## src/rtl/teclado_pkg.sv

```systemverilog
// ---------------------------------------------------------------------------
// teclado_pkg
// Shared definitions for the ATM keypad front-end.
//   - TECLA_ENTER / TECLA_BORRAR : control key codes
//   - ANCHO_MONTO                : width of the committed amount
//   - estado_t                   : debounce FSM states
//   - es_digito()                : true for key codes 0-9
// ---------------------------------------------------------------------------
package teclado_pkg;

    localparam logic [3:0] TECLA_ENTER  = 4'hA;
    localparam logic [3:0] TECLA_BORRAR = 4'hB;
    localparam int         ANCHO_MONTO  = 32;

    typedef enum logic [1:0] {
        REPOSO,
        PRESIONANDO,
        SOLTANDO
    } estado_t;

    function automatic logic es_digito(input logic [3:0] c);
        return (c <= 4'd9);
    endfunction

endpackage

```

## src/rtl/teclado_atm_if.sv

```systemverilog
// ---------------------------------------------------------------------------
// teclado_atm_if
// Keypad <-> front-end signal bundle.
//   master : key source / controller side (drives TECLA, TECLA_VALIDA,
//            MODO_MONTO; receives DIGITO/MONTO streams and DESBORDE)
//   slave  : teclado_atm side
// ---------------------------------------------------------------------------
interface teclado_atm_if;
    import teclado_pkg::*;

    logic [3:0]             TECLA;
    logic                   TECLA_VALIDA;
    logic                   MODO_MONTO;
    logic [3:0]             DIGITO;
    logic                   DIGITO_STB;
    logic [ANCHO_MONTO-1:0] MONTO;
    logic                   MONTO_STB;
    logic                   DESBORDE;

    modport master (
        output TECLA, TECLA_VALIDA, MODO_MONTO,
        input  DIGITO, DIGITO_STB, MONTO, MONTO_STB, DESBORDE
    );

    modport slave (
        input  TECLA, TECLA_VALIDA, MODO_MONTO,
        output DIGITO, DIGITO_STB, MONTO, MONTO_STB, DESBORDE
    );

endinterface

```

## src/rtl/teclado_antirrebote.sv

```systemverilog
// ---------------------------------------------------------------------------
// teclado_antirrebote
// Turns the raw key-down level into a single key event per press.
// Build option: TECLADO_DEBOUNCE_EN
//   defined     : REPOSO/PRESIONANDO/SOLTANDO FSM, DEBOUNCE_CYCLES stable
//                 samples required for both press and release.
//   not defined : input treated as clean; event on sampled 0->1 edge.
// Ports:
//   clock, reset  : rising-edge clock, synchronous active-high reset
//   tecla         : raw key code
//   tecla_valida  : raw key-down level
//   evento        : one-cycle key event (valid during the sampling cycle,
//                   so the consumer registers it on the accepting edge)
//   codigo        : key code belonging to evento
// ---------------------------------------------------------------------------
module teclado_antirrebote
    import teclado_pkg::*;
`ifdef TECLADO_DEBOUNCE_EN
#(
    parameter int DEBOUNCE_CYCLES = 4
)
`endif
(
    input  logic       clock,
    input  logic       reset,
    input  logic [3:0] tecla,
    input  logic       tecla_valida,
    output logic       evento,
    output logic [3:0] codigo
);

`ifdef TECLADO_DEBOUNCE_EN

    localparam logic [7:0] N = 8'(DEBOUNCE_CYCLES);

    estado_t    estado;
    logic [7:0] cnt;
    logic [3:0] cod_q;
    logic [7:0] cnt_inc;

    assign cnt_inc = cnt + 8'd1;

    // The event is decoded from the current sample so that the consumer's
    // registers update on the same edge that completes the count.
    always_comb begin
        evento = 1'b0;
        codigo = cod_q;
        case (estado)
            REPOSO: begin
                codigo = tecla;
                if (tecla_valida && N == 8'd1)
                    evento = 1'b1;
            end
            PRESIONANDO: begin
                if (tecla_valida && tecla == cod_q && cnt_inc == N)
                    evento = 1'b1;
            end
            default: ;
        endcase
    end

    // Reset lands in SOLTANDO so a key held through reset must be released
    // for N samples before it can be accepted again.
    always_ff @(posedge clock) begin
        if (reset) begin
            estado <= SOLTANDO;
            cnt    <= 8'd0;
            cod_q  <= 4'd0;
        end else begin
            case (estado)
                REPOSO: begin
                    if (tecla_valida) begin
                        cod_q <= tecla;
                        if (N == 8'd1) begin
                            estado <= SOLTANDO;
                            cnt    <= 8'd0;
                        end else begin
                            estado <= PRESIONANDO;
                            cnt    <= 8'd1;
                        end
                    end
                end
                PRESIONANDO: begin
                    if (!tecla_valida) begin
                        estado <= REPOSO;
                        cnt    <= 8'd0;
                    end else if (tecla != cod_q) begin
                        cod_q <= tecla;
                        cnt   <= 8'd1;
                    end else if (cnt_inc == N) begin
                        estado <= SOLTANDO;
                        cnt    <= 8'd0;
                    end else begin
                        cnt <= cnt_inc;
                    end
                end
                SOLTANDO: begin
                    if (tecla_valida) begin
                        cnt <= 8'd0;
                    end else if (cnt_inc == N) begin
                        estado <= REPOSO;
                        cnt    <= 8'd0;
                    end else begin
                        cnt <= cnt_inc;
                    end
                end
                default: begin
                    estado <= SOLTANDO;
                    cnt    <= 8'd0;
                end
            endcase
        end
    end

`else

    // prev resets high: a key held through reset needs one low sample first.
    logic prev;

    always_ff @(posedge clock) begin
        if (reset)
            prev <= 1'b1;
        else
            prev <= tecla_valida;
    end

    assign evento = tecla_valida & ~prev;
    assign codigo = tecla;

`endif

endmodule

```

## src/rtl/teclado_atm.sv

```systemverilog
// ---------------------------------------------------------------------------
// teclado_atm
// Keypad front-end for the ATM controller: debounced key events are decoded
// into a PIN digit stream (MODO_MONTO=0) or accumulated in decimal into a
// 32-bit amount released on ENTER (MODO_MONTO=1).
// Build option: TECLADO_DEBOUNCE_EN (see teclado_antirrebote).
// Parameters:
//   DEBOUNCE_CYCLES : stable samples per press/release (1-255, debounce build)
//   MAX_DIGITS      : decimal digits accepted per amount
// Ports:
//   clock, reset : rising-edge clock, synchronous active-high reset
//   bus          : teclado_atm_if.slave (TECLA/TECLA_VALIDA/MODO_MONTO in,
//                  DIGITO/DIGITO_STB/MONTO/MONTO_STB/DESBORDE out)
// ---------------------------------------------------------------------------
module teclado_atm
    import teclado_pkg::*;
#(
    parameter int DEBOUNCE_CYCLES = 4,
    parameter int MAX_DIGITS      = 10
) (
    input  logic          clock,
    input  logic          reset,
    teclado_atm_if.slave  bus
);

    localparam int CNT_W = $clog2(MAX_DIGITS + 1);

    logic                   evento;
    logic [3:0]             codigo;

    logic [ANCHO_MONTO-1:0] acc, acc_base, acc_n;
    logic [CNT_W-1:0]       cnt, cnt_base, cnt_n;
    logic                   modo_q;
    logic [3:0]             digito, digito_n;
    logic                   dstb_n, mstb_n, desb_n;
    logic                   dstb, mstb, desb;
    logic [ANCHO_MONTO-1:0] monto, monto_n;
    logic [35:0]            cand;

`ifdef TECLADO_DEBOUNCE_EN
    teclado_antirrebote #(.DEBOUNCE_CYCLES(DEBOUNCE_CYCLES)) u_antirrebote (
`else
    teclado_antirrebote u_antirrebote (
`endif
        .clock        (clock),
        .reset        (reset),
        .tecla        (bus.TECLA),
        .tecla_valida (bus.TECLA_VALIDA),
        .evento       (evento),
        .codigo       (codigo)
    );

    always_comb begin
        // A mode change wipes the amount in the same cycle; a coincident key
        // event already sees the cleared accumulator.
        acc_base = (bus.MODO_MONTO != modo_q) ? '0 : acc;
        cnt_base = (bus.MODO_MONTO != modo_q) ? '0 : cnt;
        cand     = 36'(acc_base) * 36'd10 + 36'(codigo);

        acc_n    = acc_base;
        cnt_n    = cnt_base;
        monto_n  = monto;
        digito_n = digito;
        dstb_n   = 1'b0;
        mstb_n   = 1'b0;
        desb_n   = 1'b0;

        if (evento) begin
            if (!bus.MODO_MONTO) begin
                if (es_digito(codigo)) begin
                    digito_n = codigo;
                    dstb_n   = 1'b1;
                end
            end else if (es_digito(codigo)) begin
                if (cand > 36'h0_FFFF_FFFF || cnt_base == CNT_W'(MAX_DIGITS)) begin
                    desb_n = 1'b1;
                end else begin
                    acc_n = cand[ANCHO_MONTO-1:0];
                    cnt_n = cnt_base + CNT_W'(1);
                end
            end else if (codigo == TECLA_ENTER) begin
                if (cnt_base != '0) begin
                    monto_n = acc_base;
                    mstb_n  = 1'b1;
                    acc_n   = '0;
                    cnt_n   = '0;
                end
            end else if (codigo == TECLA_BORRAR) begin
                acc_n = '0;
                cnt_n = '0;
            end
        end
    end

    always_ff @(posedge clock) begin
        if (reset) begin
            acc    <= '0;
            cnt    <= '0;
            modo_q <= 1'b0;
            digito <= 4'd0;
            monto  <= '0;
            dstb   <= 1'b0;
            mstb   <= 1'b0;
            desb   <= 1'b0;
        end else begin
            acc    <= acc_n;
            cnt    <= cnt_n;
            modo_q <= bus.MODO_MONTO;
            digito <= digito_n;
            monto  <= monto_n;
            dstb   <= dstb_n;
            mstb   <= mstb_n;
            desb   <= desb_n;
        end
    end

    assign bus.DIGITO     = digito;
    assign bus.DIGITO_STB = dstb;
    assign bus.MONTO      = monto;
    assign bus.MONTO_STB  = mstb;
    assign bus.DESBORDE   = desb;

endmodule

```

## src/flat_wrapper.sv

```systemverilog
// flat-port wrapper written by rule: the top's interface ports become plain ports
module teclado_atm_flat import teclado_pkg::*;
#(
    parameter int DEBOUNCE_CYCLES = 4,
    parameter int MAX_DIGITS      = 10
)
  (clock, reset, bus_TECLA, bus_TECLA_VALIDA, bus_MODO_MONTO, bus_DIGITO, bus_DIGITO_STB, bus_MONTO, bus_MONTO_STB, bus_DESBORDE);
  teclado_atm_if bus_i ();
  input  logic clock;
  input  logic reset;
  input wire logic [$bits(bus_i.TECLA)-1:0] bus_TECLA;
  input wire logic [$bits(bus_i.TECLA_VALIDA)-1:0] bus_TECLA_VALIDA;
  input wire logic [$bits(bus_i.MODO_MONTO)-1:0] bus_MODO_MONTO;
  output wire logic [$bits(bus_i.DIGITO)-1:0] bus_DIGITO;
  output wire logic [$bits(bus_i.DIGITO_STB)-1:0] bus_DIGITO_STB;
  output wire logic [$bits(bus_i.MONTO)-1:0] bus_MONTO;
  output wire logic [$bits(bus_i.MONTO_STB)-1:0] bus_MONTO_STB;
  output wire logic [$bits(bus_i.DESBORDE)-1:0] bus_DESBORDE;
  assign bus_i.TECLA = bus_TECLA;
  assign bus_i.TECLA_VALIDA = bus_TECLA_VALIDA;
  assign bus_i.MODO_MONTO = bus_MODO_MONTO;
  assign bus_DIGITO = bus_i.DIGITO;
  assign bus_DIGITO_STB = bus_i.DIGITO_STB;
  assign bus_MONTO = bus_i.MONTO;
  assign bus_MONTO_STB = bus_i.MONTO_STB;
  assign bus_DESBORDE = bus_i.DESBORDE;
  teclado_atm #(.DEBOUNCE_CYCLES(DEBOUNCE_CYCLES), .MAX_DIGITS(MAX_DIGITS)) u_core (.clock(clock), .reset(reset), .bus(bus_i));
endmodule
```

## config.mk

```make
export PLATFORM = sky130hd
export DESIGN_NAME = teclado_atm_flat
export DESIGN_NICKNAME = d
export VERILOG_FILES = /design/src/rtl/teclado_pkg.sv /design/src/rtl/teclado_atm_if.sv /design/src/rtl/teclado_antirrebote.sv /design/src/rtl/teclado_atm.sv /design/src/flat_wrapper.sv
export SDC_FILE = /design/constraint.sdc
export NUM_CORES = 1
export LEC_CHECK = 0
export BUFFER_PORTS_ARGS = -buffer_cell sky130_fd_sc_hd__clkbuf_2
export CORE_UTILIZATION = 65
export CTS_BUF_LIST = sky130_fd_sc_hd__clkbuf_8
export DETAILED_ROUTE_END_ITERATION = 10
export HOLD_SLACK_MARGIN = 0.08
export PLACE_DENSITY = 0.86
export SYNTH_ARGS = -nofsm -noshare
export SYNTH_HDL_FRONTEND = slang
export SYNTH_SLANG_ARGS = --single-unit
```

## constraint.sdc

```tcl
create_clock -name clock -period 11.2 [get_ports clock]
set_clock_uncertainty 0.1 [all_clocks]
set_input_delay 2.24 -clock clock [delete_from_list [all_inputs] [get_ports clock]]
set_output_delay 2.24 -clock clock [all_outputs]
set_load 0.01 [all_outputs]
```

==> run metrics <==
Max clock buf depth 2; synthesized area 5850 um^2; Worst Setup Start Kind primary input; CTS tree done; I/O Buffers 46; required time of the critical path 11,310 ps; # setup viols final 0; most frequent cells after synthesis 125 x nor2_1, 87 x nand2_1, 77 x dfxtp_1; fin. max-slew vios 0; Crit Path Class primary input to flip-flop; CORE AREA 8720 um^2; crit share post-route 71.0%; layout cell share with drive strength beyond 1 10.7%; Final Hold Fails 0; RSZ-0062 raised after global routing no; part of the Yosys area used for sequential elements 26.3%; post-synth cell types 71; # resized after CTS 0; setup tns final 0 ps; Syn-to-layout area delta 6.39%; final WL 15,000 um; initial drt markers 657; post-synthesis cell count 777; vias in the first global route 5,449; synthesized area per cell 7.53 um^2; Worst-Skew Late Latency 370 ps; number of buffers created by CTS 9; H-tree lvl count 3; Top Family by Delay on Critical Path compound AO/OA/AOI/OAI gates; worst-path fanout max 65; row count 34; Worst VDD drop 0.120 mV; max-cap viol count 0; Routed WL per cell 16.5 um; Yosys warnings 0; root buf cell clkbuf_8; Routed Antenna Nets 0; flops & latches, synth 77; CP max stage cell a21oi_4; EDFF count, synth 0; share of async-settable or async-resettable flops after synthesis 0%; Chip Width 96.9 um; initial antenna violation count 0; final instance area 6230 um^2; CP Cell Sequence clkbuf_2 > xnor2_2 > buf_4 > nand2_1 > inv_1 > ha_1 > ha_1 > and3_1 > a221oi_2 > o21ai_0 > xor2_1 > nand4_2 > nor4b_2 > nand3_1 > or4_4 > a221o_1 > a21oi_4 > o32ai_1; first-pass GRT wire length 25,500 um; CP most frequent cell ha_1; Overflow after GRT 0; DP Area 6060 um^2; I/O Pins 47; FF-to-FF path depth 17; WHS Endpoint u_core.bus.DIGITO[2]; Synth Net Count 829; DR pass1 iterations 5; largest net degree at the start of global routing 66; status finished, final reports clean; Die ar. 9390 um^2; Top FF cell, synth dfxtp_1; DRC Markers 0; post-CTS repair timing setup buffer count 0; Max Clock Freq 126 MHz; Diodes inserted 0; minimum clock period 7950 ps; Worst EP arrival 8050 ps; Area contributors post-synth dfxtp_1 26%, ha_1 9.2%, nor2_1 8.0%; Vias 5,766; P_leak 2.66 nW; max incr delay on CP 740 ps; Worst Path Buf+Inv 3; most common cell in the netlist nor2_1; final net count 848; Slew @ Worst Pin 916 ps; PnR worst setup slack 3250 ps; Power Dens Cells 78.8 nW/um^2; post-detail-place hpwl 11,200 um; Hold Path Class flip-flop to flip-flop; clock slew at reported path FFs 80 ps; Routability Congestion 0.910; worst slack, placed 3070 ps; Critical Path End Type flip-flop; share of the synthesized area in the top cell type 26.3%; hold slack 375 ps; clock sinks 77; R2R Path Start u_core.modo_q; global-route usage over all layers 32.3%; Worst Hold Launch u_core.bus.DIGITO[2]; r2r endpoint u_core.acc[25]; Vias per Instance 6.34; R2R setup slack 4900 ps; slew margin rel. 38.8%; PnR Total Power 0.491 mW; die height 96.9 um; CTS Hold Bufs 0; Yosys top cell by area dfxtp_1; hold path cells 2; Initial Utilization 67.1%
-- worst register-to-register path: cells and delay by family, from the launching register on --
kind / cells / cell delay (ps)
XOR/XNOR: 2 / 500
adder cells (fa/ha/maj): 2 / 640
buffers and inverters: 2 / 640
AND/OR/NAND/NOR: 6 / 1930
flip-flops: 1 / 390
AO/OA/AOI/OAI: 5 / 1930
-- registers in the layout, indices dropped and copies added (netlist names), 4 cells and up --
name               count
u_core.bus.MONTO      32
u_core.acc            32
u_core.cnt             4
u_core.bus.DIGITO      4
-- logic make-up (layout without fill, tap and decap cells) --
| logic type | Yosys count | after routing | share of synthesized area [%] |
|---|---|---|---|
| and+or+nand+nor | 312 | 312 | 25.0 |
| DFF | 77 | 77 | 26.3 |
| AOI/OAI and AO/OA | 195 | 195 | 21.6 |
| buffers and inverters | 64 | 88 | 4.70 |
| muxes | 5 | 5 | 0.898 |
| xor gates and xnor gates | 80 | 80 | 12.0 |
| adders and majority gates | 44 | 44 | 9.53 |
-- layout make-up --
class	instances	area [um^2]
flip-flops and latches	77	1540
multi-input cells	636	4050
inverters	23	86.3
clock inverters	7	43.8
repair buffers	49	253
well taps	108	135
fillers	711	2490
clock buffers	9	124
-- cells in the final DEF, fill, tap and decap left out, types with 6 or more instances in the layout --
cell type and instances:
xnor2_1 52, nor2_1 125, o21a_1 6, nor3_1 7
nand4_1 12, inv_1 25, o21ai_0 29, a21oi_1 69
dfxtp_1 77, ha_1 43, clkbuf_2 46, clkbuf_8 9
nand2_1 87, xor2_1 27, o22ai_1 30, and3_1 31
a21o_1 9, nand3_1 11, a31oi_1 7, nor4_1 6
-- layer usage --
metal | global-route usage (%) | wire length (um) | vias to the layer above | part of all wire (%)
li1 | - | - | 2800 | -
met1 | 42.9 | 6570 | 2680 | 44
met5 | 0 | 0 | - | 0
met3 | 4.84 | 1070 | 39 | 7.1
met2 | 53.8 | 7030 | 247 | 47
met4 | 10.4 | 320 | 0 | 2.1
-- worst max path at each step --
stage | cells past startpoint | startpoint | end
6_report | 18 | bus_MODO_MONTO | u_core.acc[25]
5_1_grt | 18 | bus_MODO_MONTO | u_core.acc[25]
4_1_cts | 18 | bus_MODO_MONTO | u_core.acc[25]
3_5_place_dp | 18 | bus_MODO_MONTO | u_core.acc[25]
3_3_place_gp | 18 | bus_MODO_MONTO | u_core.acc[25]
2_1_floorplan | 19 | bus_MODO_MONTO | u_core.acc[25]
-- through the flow --
stage	util [%]	instances
finish	71.4	909
global route	71.4	909
CTS	71.4	909
detailed placement	69.5	893
global placement	69.5	893
floorplan	-	777
-- power breakdown --
part / internal (mW) / switching (mW)
clock network: 0.0791 / 0.108
logic: 0.00614 / 0.0221
registers: 0.274 / 0.000749
Note: power is estimated with default switching activity, not from simulation.
